### src/rtl/counter_seq.sv
// Armed terminal counter: start_strb arms and clears, max+1 qualified enables yield one strb pulse.
// Optional busy output enabled by defining COUNTER_SEQ_BUSY_EN.
module counter_seq #(
    parameter int unsigned     dw  = 8,
    parameter logic [dw-1:0]   max = {dw{1'b1}}
) (
    input  logic          clk,
    input  logic          reset,
    input  logic          enable,
    input  logic          start_strb,
    output logic [dw-1:0] cntr,
    output logic          strb
`ifdef COUNTER_SEQ_BUSY_EN
    ,
    output logic          busy
`endif
);

    localparam logic [0:0] IDLE = 1'b0;
    localparam logic [0:0] RUN  = 1'b1;

    logic [0:0]    state_q, state_d;
    logic [dw-1:0] cntr_q, cntr_d;
    logic          strb_q, strb_d;

    // State and output registers
    always_ff @(posedge clk or negedge reset) begin
        if (!reset) begin
            state_q <= IDLE;
            cntr_q  <= '0;
            strb_q  <= 1'b0;
        end else begin
            state_q <= state_d;
            cntr_q  <= cntr_d;
            strb_q  <= strb_d;
        end
    end

    // Next state: start_strb overrides any enable on the same edge
    always_comb begin
        state_d = state_q;
        cntr_d  = cntr_q;
        strb_d  = 1'b0;
        if (start_strb) begin
            state_d = RUN;
            cntr_d  = '0;
        end else if ((state_q == RUN) && enable) begin
            if (cntr_q == max) begin
                state_d = IDLE;
                cntr_d  = '0;
                strb_d  = 1'b1;
            end else begin
                cntr_d  = cntr_q + dw'(1);
            end
        end
    end

    assign cntr = cntr_q;
    assign strb = strb_q;

`ifdef COUNTER_SEQ_BUSY_EN
    assign busy = (state_q == RUN);
`endif

endmodule

### config.mk
export PLATFORM = sky130hd
export DESIGN_NAME = counter_seq
export DESIGN_NICKNAME = d
export VERILOG_FILES = /design/src/rtl/counter_seq.sv
export SDC_FILE = /design/constraint.sdc
export NUM_CORES = 1
export LEC_CHECK = 0
export ABC_AREA = 1
export CORE_AREA = 2 2 39 41
export DETAILED_ROUTE_END_ITERATION = 10
export DIE_AREA = 0 0 41 43
export GPL_ROUTABILITY_DRIVEN = 0
export HOLD_SLACK_MARGIN = 0.15
export PLACE_DENSITY_LB_ADDON = 0.3
export SETUP_SLACK_MARGIN = 0.02
export SKIP_CTS_REPAIR_TIMING = 1
export SLEW_MARGIN = 20
export SYNTH_ARGS = -nofsm -noshare
export SYNTH_HDL_FRONTEND = slang
export SYNTH_SLANG_ARGS = --single-unit
### constraint.sdc
create_clock -name clk -period 2.5 [get_ports clk]
set_clock_uncertainty 0.05 [all_clocks]
set_input_delay 0.5 -clock clk [delete_from_list [all_inputs] [get_ports clk]]
set_output_delay 0.5 -clock clk [all_outputs]
set_load 0.005 [all_outputs]
# Yosys cells after proc, flatten, opt, wreduce, memory -nomap -nowiden
# Cells that the tools add are included.
# word_totals
reg_bits	10
latch_bits	0
mem_bits_rw	0
mem_bits_ro	0
in_bits	4
out_inout_bits	9
n_memories	0
# op_classes
add_sub_neg	1
multipliers	0
div_mod_pow	0
order_cmp	0
n_eq_ne	1
shifts	0
mux	9
bitwise	0
reduce_logical	4
# ops
operator	n
8-bit two-way mux	3
8-bit by 1-bit adder with 8-bit output, second input constant	1
8-bit equality test, second input constant	1
1-bit two-way mux	6
2-bit nonzero test	2
2-bit AND reduction	1
1-bit logical AND	1

# Logic depth before layout (Yosys ltp)
# depth
ltp_word	4
ltp_mapped	8
ltp_nobuf	8

# Least setup slack after synthesis
# OpenSTA, ideal clock, no wires.
# synth_path
path_type	register to register
startpoint	reg cntr_q[0], in the netlist cntr[0]
endpoint	reg cntr_q[7], in the netlist cntr[7]
setup_time_ns	0.117
arrival_time_ns	1.092
required_ns	2.333
path_slack_ns	1.242
stages_incl_launch_ff	9
n_path_buf	0
synth_period_minus_slack_ns	1.258
cell_sequence	dfrtp_1 > ha_1 > inv_1 > nor2_2 > nand3_2 > nand2_4 > inv_2 > nand2_1 > nor2_1
# synth_between
elab_chain_len	4
word_cells_on_any_way	5
classes_between	1 x add/sub; 1 x eq/ne; 3 x mux
# synth_rtl
element	line	text
start: declaration	23	logic [dw-1:0] cntr_q, cntr_d;
start signal: assignment	34	cntr_q <= cntr_d;
8-bit by 1-bit adder with 8-bit output or 8-bit equality test (tied branches)	53, 48	
8-bit two-way mux *	48	if (cntr_q == max) begin
8-bit two-way mux *	47	end else if ((state_q == RUN) && enable) begin
8-bit two-way mux *	44	if (start_strb) begin
# Every way passes the cells marked *; elsewhere a longest branch is shown, timed or not. The select of a mux whose other input is x is not followed.
# A chain may end at the register's enable or synchronous reset.

# Worst setup path in the final report
# layout_path
startpoint	reg cntr_q[2], in the netlist cntr[2]
endpoint	out cntr[2]
# layout_lines
element	line	text
end: declaration	11	output logic [dw-1:0] cntr,
# No word-level cell between the ends.

==> impl_results.md <==
* Status: complete, no violations
* RSZ-0062 raised after global routing: false
* Largest net degree at the start of global routing at 11
* First-pass GRT wire length at 1840 um
* Main combinational cell family by area after synthesis: simple AND/OR/NAND/NOR gates
* Final Max Tran Viols at 0
* Worst path arrival time at 1220 ps
* Final Cycle Share at 70.7%
* Nets at 86
* Number of global-route vias before repair at 449
* Row count at 14
* Worst r2r src: cntr[0]
* Met2 GRT Util at 21.3%
* Hold depth at 2
* F_max at 0.565 GHz
* Drt via density at 4.79
* Detailed-route DRC error count at 0
* Pwr Density at 489 nW/um^2
* Synth Area in Adders at 2.30%
* Die Wd at 41 um
* Routed Wire Length at 1060 um
* Mapped Area at 543 um^2
* Mux contribution to synthesized area at 0%
* TritonCTS Sinks at 10
* Area leader, netlist: dfrtp_1
* Most used routing layer: met1
* Cell area after layout at 719 um^2
* TNS Setup at 0 ps
* Final core occ at 52.0%
* HPWL after detailed placement at 816 um
* Worst-path fanout max at 5
* Gr usage total at 16.8%
* Startpoint types: flop
* CP max stage delay at 530 ps
* Syn Area/Cell at 8.48 um^2
* Final Hold Viols at 0
* Post-synthesis xor/xnor area fraction at 3.23%
* Synth area leaders: dfrtp_1 46%, nand2_1 9.7%, inv_1 4.8%
* PortBufs at 12
* TritonCTS Buffers at 3
* Antenna Nets Post-Route at 0
* WP buf/inv at 1
* CTS root buffer: clkbuf_4
* Worst R2R Setup Slack at 1120 ps
* Async SR Flop Fraction at 100%
* Slew HR at 69.5%
* Slowest-stage cell, CP: clkdlybuf4s50_1
* Vias at 460
* M3 GR Usage at 4.71%
* Worst R2R Path Depth at 8
* Yosys cell types at 19
* H-tree Lvls at 1
* Grt met1 use at 22.3%
* Die ar. at 1760 um^2
* Clk slew on worst S/H paths at 70 ps
* Hold path startpoint: state_q
* Pleak at 0.299 nW
* Initial core utilization at 39.2%
* CP Data Required Time at 1950 ps
* Worst R2R End: cntr[7]
* Worst Hold Class: flop to flop
* Area growth syn-to-layout at 32.5%
* Post-synth top area share at 46.1%
* CP endpoint kind: primary output
* Critical path, cell by cell: clkdlybuf4s50_1
* Max_cap viols at 0
* Mapped Cells at 64
* Top cells by count, synth: 14 x nand2_1, 10 x dfrtp_1, 7 x inv_1
* Synth warnings at 0
* Min cycle time layout at 1770 ps
* Most common cell in the netlist: nand2_1
* Clock Latency Late Sink at 270 ps
* #FFs+latches synth at 10
* CTS tree: done
* Critical path class: flop to primary output
* Dominant synthesized flop cell: dfrtp_1
* Drt wl/cell at 11.0 um
* Hold path endpoint: state_q
* Initial antenna violation count at 0
* CTS Buffer Depth at 2
* Syn Nets at 69
* Number of flops mapped to enable cells by yosys at 0
* Sequential area share after synthesis at 46.1%
* Peak VDD IR at 0.000328 V
* Die height at 43 um
* Worst Tran Pin Value at 456 ps
* Core area at 1380 um^2
* Setup-failing EPs final at 0
* IO Count at 13
* Simple-gate share of the synthesized area at 36.6%
* Layout cells sized above 1 at 21.3%
* Grt total ovfl at 0
* Number of DRC markers in iteration 0 at 7
* # diodes at 0
* First drt pass iteration count at 6
* Cell family with most CP delay: buffers and inverters
* Placed instance area at 683 um^2
* Compound-gate portion of the synthesized area at 5.53%
==> per-layer routing <==
metal / vias to the layer above / routed length (um)
met4: 0 / 37
met3: 4 / 50
met1: 209 / 463
li1: 234 / -
met5: - / 0
met2: 13 / 504
==> state kept, by name (all words and copies together), names as in the netlist <==
signal / count
cntr: 8
state_q: 1
strb: 1
==> worst max path at each step <==
stage	endpoint	cells after the start	startpoint
after floorplan	cntr[7]	8	cntr[0]
after global placement	cntr[7]	8	enable
after detailed placement	cntr[7]	8	enable
after CTS	cntr[2]	1	cntr[2]
after global routing	cntr[2]	1	cntr[2]
final	cntr[2]	1	cntr[2]
==> cells in the final DEF (no fill, tap or decap) <==
| cell | count |
|---|---|
| nand2_1 | 14 |
| clkdlybuf4s50_1 | 12 |
| dfrtp_1 | 10 |
| inv_1 | 7 |
| nor2_1 | 6 |
| o21ai_0 | 3 |
| a21oi_1 | 3 |
| clkbuf_4 | 3 |
| nand2_2 | 2 |
| nor2_2 | 2 |
| nand3_2 | 2 |
| inv_2 | 2 |
| nand2_4 | 2 |
| nand4_1 | 2 |
| xor2_1 | 2 |
| nand3_1 | 2 |
| nor2_4 | 1 |
| and3_2 | 1 |
| nor3_1 | 1 |
| nor3_2 | 1 |
| ha_1 | 1 |
| clkbuf_8 | 1 |
==> logic make-up after synthesis <==
| family | after synthesis |
|---|---|
| fa+ha+maj | 1 |
| buf+inv | 9 |
| compound gates | 6 |
| simple gates | 36 |
| xor+xnor | 2 |
| flops | 10 |
==> report_power, final <==
group	internal [mW]	switching, mW	total [mW]	leakage, nW
clock network	0.0885	0.0591	0.148	0.0210
logic	0.0161	0.0190	0.0351	0.145
registers	0.165	0.00374	0.169	0.133
==> area by class of cell <==
| type | count | area [um^2] |
|---|---|---|
| inverters | 9 | 33.8 |
| well taps | 16 | 20.0 |
| flip-flops and latches | 10 | 250 |
| multi-input cells | 45 | 259 |
| clock buffers | 4 | 36.3 |
| fillers | 138 | 664 |
| repair buffers | 12 | 120 |
==> metrics by stage <==
step / power (mW) / hold slack [ps] / std cells / worst slack, ps
4_1_cts: 0.355 / 451 / 96 / 725
2_1_floorplan: 0.188 / 154 / 64 / 1240
5_1_grt: 0.367 / 478 / 96 / 682
6_report: 0.352 / 451 / 96 / 732
3_5_place_dp: 0.207 / 435 / 92 / 772
3_3_place_gp: 0.207 / 425 / 92 / 802
==> worst register-to-register path: cells and delay by family (launching register included) <==
family	cells	cell delay, ps
DFF	1	400
and+or+nand+nor	5	480
buffers and inverters	2	120
adders and majority gates	1	210
No activity file was read; power rests on OpenSTA's default activity.
